File: config.mk
export PLATFORM = sky130hd
export DESIGN_NAME = prbs_ber_ctrl
export DESIGN_NICKNAME = d
export VERILOG_FILES = /design/src/rtl/prbs_ctrl_pkg.sv /design/src/rtl/prbs_sat_cnt.sv /design/src/rtl/prbs_ber_ctrl.sv
export SDC_FILE = /design/constraint.sdc
export NUM_CORES = 1
export LEC_CHECK = 0
export CORE_ASPECT_RATIO = 1.75
export CORE_UTILIZATION = 35
export CTS_CLUSTER_DIAMETER = 80
export DETAILED_ROUTE_END_ITERATION = 10
export DONT_BUFFER_PORTS = 1
export SLEW_MARGIN = 10
export SYNTH_ARGS = -nofsm -noshare
export SYNTH_HDL_FRONTEND = slang
export SYNTH_SLANG_ARGS = --single-unit
File: constraint.sdc
create_clock -name REC_CLK -period 4 [get_ports REC_CLK]
set_input_delay 0.2 -clock REC_CLK [delete_from_list [all_inputs] [get_ports REC_CLK]]
set_output_delay 0.2 -clock REC_CLK [all_outputs]
set_load 0.005 [all_outputs]
File: src/rtl/prbs_ctrl_pkg.sv
// Shared types and default widths for the PRBS run controller.
package prbs_ctrl_pkg;
    typedef enum logic [2:0] {
        ST_IDLE,
        ST_ARM,
        ST_WAIT_SYNC,
        ST_RUN,
        ST_DONE
    } state_t;

    localparam int CNT_W_DEF = 32;
    localparam int ERR_W_DEF = 16;
endpackage

File: src/rtl/prbs_sat_cnt.sv
// Clearable up-counter advanced on word strobes; SAT=1 holds at all-ones, SAT=0 wraps.
module prbs_sat_cnt #(
    parameter int W   = 8,
    parameter bit SAT = 1'b1
) (
    input  logic         clk,
    input  logic         rst,
    input  logic         ce,
    input  logic         clr,
    input  logic         inc,
    output logic [W-1:0] q
);
    always_ff @(posedge clk or posedge rst)
        if (rst)
            q <= '0;
        else if (ce) begin
            if (clr)
                q <= '0;
            else if (inc && !(SAT && (&q)))
                q <= q + 1'b1;
        end
endmodule

File: src/rtl/prbs_ber_ctrl.sv
// Run controller for the PRBS receive checker: arm, sync wait, counted run, pass/fail.
// Define PRBS_FIRST_ERR_EN to add FIRST_ERR / FE_VLD first-mismatch reporting.
module prbs_ber_ctrl
    import prbs_ctrl_pkg::*;
#(
    parameter int CNT_W    = CNT_W_DEF,
    parameter int ERR_W    = ERR_W_DEF,
    parameter int ARM_CYC  = 4,
    parameter int SYNC_TMO = 4096
) (
    input  logic             REC_CLK,
    input  logic             RST,
    input  logic             CE3,
    input  logic             START,
    input  logic             ABORT,
    input  logic [CNT_W-1:0] RUN_LEN,
    input  logic [ERR_W-1:0] ERR_THR,
    input  logic             STRT_MTCH,
    input  logic             VALID,
    input  logic             MATCH,
    output logic             CHK_RST,
    output logic             BUSY,
    output logic             DONE,
    output logic             PASS,
    output logic             TMO,
    output logic             LOST,
    output logic [CNT_W-1:0] WORD_CNT,
    output logic [ERR_W-1:0] ERR_CNT
`ifdef PRBS_FIRST_ERR_EN
    ,
    output logic [CNT_W-1:0] FIRST_ERR,
    output logic             FE_VLD
`endif
);
    localparam int DW_MAX = (SYNC_TMO > ARM_CYC) ? SYNC_TMO : ARM_CYC;
    localparam int DW_W   = (DW_MAX > 1) ? $clog2(DW_MAX) : 1;
    localparam logic [DW_W-1:0] ARM_LAST = DW_W'(ARM_CYC - 1);
    localparam logic [DW_W-1:0] TMO_LAST = DW_W'(SYNC_TMO - 1);

    state_t           state, nxt;
    logic             start_req, abort_req, go_req, ab_req;
    logic             accept, in_chk, word_evt, err_evt, word_last, tmo_hit;
    logic [CNT_W-1:0] run_len_q, word_nxt;
    logic [ERR_W-1:0] err_thr_q;
    logic [DW_W-1:0]  dwell;
    logic             tmo_q, lost_q, pass_ok;
    logic             unused_strt;

    // Start-pattern detect is observed only through VALID, which follows it.
    assign unused_strt = STRT_MTCH;

    // Host pulses may land between strobes; hold them until the next CE3.
    always_ff @(posedge REC_CLK or posedge RST)
        if (RST) begin
            start_req <= 1'b0;
            abort_req <= 1'b0;
        end else if (CE3) begin
            start_req <= 1'b0;
            abort_req <= 1'b0;
        end else begin
            if (START) start_req <= 1'b1;
            if (ABORT) abort_req <= 1'b1;
        end

    assign go_req    = start_req | START;
    assign ab_req    = abort_req | ABORT;
    assign in_chk    = (state == ST_WAIT_SYNC) || (state == ST_RUN);
    assign accept    = CE3 && go_req && !ab_req && (state == ST_IDLE || state == ST_DONE);
    assign word_evt  = CE3 && in_chk && !ab_req && VALID;
    assign err_evt   = word_evt && !MATCH;
    assign word_nxt  = WORD_CNT + 1'b1;
    assign word_last = (word_nxt == run_len_q);
    assign tmo_hit   = (state == ST_WAIT_SYNC) && !VALID && (dwell == TMO_LAST);

    always_ff @(posedge REC_CLK or posedge RST)
        if (RST) state <= ST_IDLE;
        else     state <= nxt;

    always_comb begin
        nxt = state;
        if (CE3) begin
            case (state)
                ST_IDLE, ST_DONE:
                    if (go_req && !ab_req) nxt = ST_ARM;
                ST_ARM:
                    if (ab_req)                  nxt = ST_DONE;
                    else if (dwell == ARM_LAST)  nxt = ST_WAIT_SYNC;
                ST_WAIT_SYNC:
                    if (ab_req || tmo_hit)       nxt = ST_DONE;
                    else if (VALID)              nxt = word_last ? ST_DONE : ST_RUN;
                ST_RUN:
                    if (ab_req || !VALID || word_last) nxt = ST_DONE;
                default: nxt = ST_IDLE;
            endcase
        end
    end

    always_comb begin
        CHK_RST = 1'b1;
        BUSY    = 1'b0;
        DONE    = 1'b0;
        case (state)
            ST_ARM:               BUSY = 1'b1;
            ST_WAIT_SYNC, ST_RUN: begin CHK_RST = 1'b0; BUSY = 1'b1; end
            ST_DONE:              DONE = 1'b1;
            default: ;
        endcase
    end

    // pass_ok marks a run that ended on its word count; the error threshold is applied at the output.
    always_ff @(posedge REC_CLK or posedge RST)
        if (RST) begin
            run_len_q <= '0;
            err_thr_q <= '0;
            tmo_q     <= 1'b0;
            lost_q    <= 1'b0;
            pass_ok   <= 1'b0;
        end else if (accept) begin
            run_len_q <= (RUN_LEN == '0) ? CNT_W'(1) : RUN_LEN;
            err_thr_q <= ERR_THR;
            tmo_q     <= 1'b0;
            lost_q    <= 1'b0;
            pass_ok   <= 1'b0;
        end else if (CE3 && !ab_req) begin
            if (tmo_hit)                   tmo_q   <= 1'b1;
            if (state == ST_RUN && !VALID) lost_q  <= 1'b1;
            if (word_evt && word_last)     pass_ok <= 1'b1;
        end

    assign PASS = (state == ST_DONE) && pass_ok && (ERR_CNT <= err_thr_q);
    assign TMO  = tmo_q;
    assign LOST = lost_q;

    prbs_sat_cnt #(.W(DW_W), .SAT(1'b0)) u_dwell (
        .clk(REC_CLK), .rst(RST), .ce(CE3), .clr(nxt != state), .inc(BUSY), .q(dwell)
    );

    prbs_sat_cnt #(.W(CNT_W), .SAT(1'b0)) u_word (
        .clk(REC_CLK), .rst(RST), .ce(CE3), .clr(accept), .inc(word_evt), .q(WORD_CNT)
    );

    prbs_sat_cnt #(.W(ERR_W), .SAT(1'b1)) u_err (
        .clk(REC_CLK), .rst(RST), .ce(CE3), .clr(accept), .inc(err_evt), .q(ERR_CNT)
    );

`ifdef PRBS_FIRST_ERR_EN
    always_ff @(posedge REC_CLK or posedge RST)
        if (RST) begin
            FIRST_ERR <= '0;
            FE_VLD    <= 1'b0;
        end else if (accept) begin
            FIRST_ERR <= '0;
            FE_VLD    <= 1'b0;
        end else if (err_evt && !FE_VLD) begin
            FIRST_ERR <= WORD_CNT;
            FE_VLD    <= 1'b1;
        end
`endif
endmodule

==> impl_metrics.json <==
{
  "crit_fanout": 12,
  "ys_async_sr_fraction": 1.00,
  "slew_viol_final": 0,
  "cp_cell_sequence": "ha_1 > nand3_1 > or4_1 > xnor2_1 > o211ai_1 > nor4_1 > nand4_1 > nor3_2 > o21ai_1 > a41oi_2 > buf_4 > nor3_1",
  "drc": 0,
  "place_worst_setup_slack_ps": 520,
  "startpoint_type": "flip-flop",
  "vias": 5833,
  "synth_area_mm2": 0.00671,
  "critPathRequiredTime_ps": 4310,
  "synth_ff_type": "dfrtp_1",
  "grt_pass1_vias": 5905,
  "dp.final_hpwl_um": 13800,
  "track_usage": 0.207,
  "worstSetupPathType": "reg2reg",
  "wire_per_inst_um": 18.0,
  "cp_slowest_cell": "or4_1",
  "ys_top_cells_by_area": "dfrtp_1 (43%), nand2_1 (8.4%), xor2_1 (5.0%), o21ai_0 (4.9%), xnor2_1 (4.7%)",
  "hold_depth": 3,
  "drt-total-wl_um": 19400,
  "vias_per_cell": 5.41,
  "crit_family": "simple AND/OR/NAND/NOR gates",
  "clock_latency_ps": 430,
  "power-per-cell-area_mw_per_mm2": 449,
  "num_antenna_cells": 0,
  "synth-edff-count": 0,
  "worst_pin_slew_ps": 794,
  "cts.sinks": 116,
  "drt-pass1-iter-count": 5,
  "path_buf_inv": 1,
  "finalCritPeriodShare": 0.881,
  "overflow": 0,
  "yosysUniqueCellTypes": 56,
  "synth_common_cells": "nand2_1 (150), dfrtp_1 (116), o21ai_0 (66)",
  "tns_ps": 0,
  "vdd_drop_max_uv": 289,
  "yosys_warnings": 0,
  "yosysTopAreaCellShare": 0.433,
  "synth_nets": 856,
  "leakage_nw": 3.67,
  "ys_ff_latch": 116,
  "ant_nets": 0,
  "period_minus_slack_ps": 3520,
  "cts_setup_buffers": 0,
  "gp_congestion": 0.847,
  "setup_viol": 0,
  "yosysMostFrequentCell": "nand2_1",
  "hold_path_class": "in2reg",
  "cts-buffers-inserted": 17,
  "rsz0062_at_grt": "false",
  "clkTransAtPathRegs_ps": 60,
  "slew_headroom": 0.466,
  "endpoint_kind": "flip-flop",
  "grt_antenna_before_repair": 0,
  "reg2reg_depth": 12,
  "cap_violations": 0,
  "max_stage_delay_ps": 550,
  "grt_first_pass_wirelength_um": 31300,
  "grt_max_degree": 84,
  "rows": 66,
  "nets": 903,
  "initialDrtViolationCount": 268,
  "die_h_um": 185,
  "core_area_mm2": 0.0187,
  "dieArea_mm2": 0.0198,
  "synth.avg_cell_area_um2": 8.59,
  "io_buffers": 0,
  "fmax_mhz": 284,
  "pin_count": 110,
  "htreeDepth": 4,
  "drive_gt1_frac": 0.0749,
  "seq_area_frac_synth": 0.433,
  "die_w_um": 107,
  "cp.arrival_ps": 3840,
  "tritoncts": "done",
  "fin_hold_ws_ps": 57.3,
  "syn_inst": 781,
  "floorplan.initialDensity": 0.360,
  "path_depth": 12,
  "synth_top_cell_by_area": "dfrtp_1",
  "cts_max_path_buffers": 2,
  "fin_worst_skew_ps": 7.98,
  "finalHoldViolCount": 0,
  "status": "finished, final reports clean",
  "cts_root_buf": "clkbuf_16",
  "syn_to_final_growth_pct": 20.6,
  "finalWorstSetupSlack_ps": 476
}
final cells by class:
cell class,count,area [µm²]
Fill cell,1876,10600
Multi-Input combinational cell,598,3550
Sequential cell,116,2900
Timing Repair Buffer,68,653
Clock buffer,19,453
Tap cell,238,298
Clock inverter,13,133
Inverter,27,104
sequential cells by signal (all words and copies together) (netlist names):
signal	count
u_word.q	32
err_thr_q	16
pass_ok	1
run_len_q	32
u_dwell.q	12
LOST	1
u_err.q	16
abort_req	1
TMO	1
start_req	1
state	3
kinds of logic after synthesis:
kind of cell	share of synthesized area
flip-flops	0.433
multiplexers	0.0136
AND/OR/NAND/NOR	0.257
adder cells (fa/ha/maj)	0.0354
AO/OA/AOI/OAI	0.125
XOR/XNOR	0.0966
buffers and inverters	0.0401
worst reg2reg max path, cell delays in order, from the launching register on:
cell and delay [ps]:
dfrtp_1 490, ha_1 290, nand3_1 290, or4_1 550, xnor2_1 230, o211ai_1 120, nor4_1 360, nand4_1 240
nor3_2 280, o21ai_1 110, a41oi_2 150, buf_4 220, nor3_1 80
placed cells by master, fill, tap and decap left out, types with 3 or more instances in the layout:
master           n
clkinv_2         5
o21ai_0         66
dlygate4sd3_1   52
a21o_1           4
nand2b_1         3
nor2_1          65
xor2_1          38
clkinvlp_4       4
nand2_1        150
a21oi_1         21
o31ai_1         17
xnor2_1         36
and2_1           5
nor4_1          18
a31oi_1          4
o21a_1           4
nand3_1         27
nor3_1          12
mux2i_1          8
buf_4           15
nand4_1         26
nor2b_1          4
and3_1          21
inv_1           26
or4_1            3
ha_1            19
dfrtp_1        116
and4_1           7
clkbuf_16       17
timing repair:
item | CTS | global route
endpoints found under the setup margin | 0 | 0
hold buffers | 52 | 0
gates resized for setup | 0 | 0
hold endpoints to repair | 88 | 0
metrics by stage:
stage               total power, mW  instances  area, µm²   util
floorplan                      1.94        781       6710      -
detailed placement             2.10        995       6980  0.374
global route                   3.84       1079       8100  0.434
CTS                            3.67       1079       8090  0.433
finish                         3.64       1079       8100  0.434
global placement               2.08        995       6980  0.374
metal layers:
| metal | GRT usage | up-vias | part of all wire |
|---|---|---|---|
| li1 | - | 2823 | - |
| met1 | 0.223 | 2810 | 0.37 |
| met2 | 0.368 | 154 | 0.54 |
| met3 | 0.0559 | 46 | 0.052 |
| met4 | 0.106 | 0 | 0.034 |
| met5 | 0 | - | 0 |
path summary, 6_finish.rpt:
check / end / slack, ps / startpoint
hold reg to reg: run_len_q[16] / 490 / run_len_q[16]
setup / recovery: u_dwell.q[9] / 480 / u_word.q[0]
min in group asynchronous: u_dwell.q[3] / 270 / RST
setup reg to reg: u_dwell.q[9] / 480 / u_word.q[0]
hold / removal: u_dwell.q[9] / 60 / CE3
max in group asynchronous: u_word.q[9] / 2790 / RST
where the power goes:
part | switching, mW | internal, mW
clock network | 0.573 | 0.943
registers | 0.139 | 1.34
logic | 0.347 | 0.291
No activity file was read; power rests on OpenSTA's default activity.
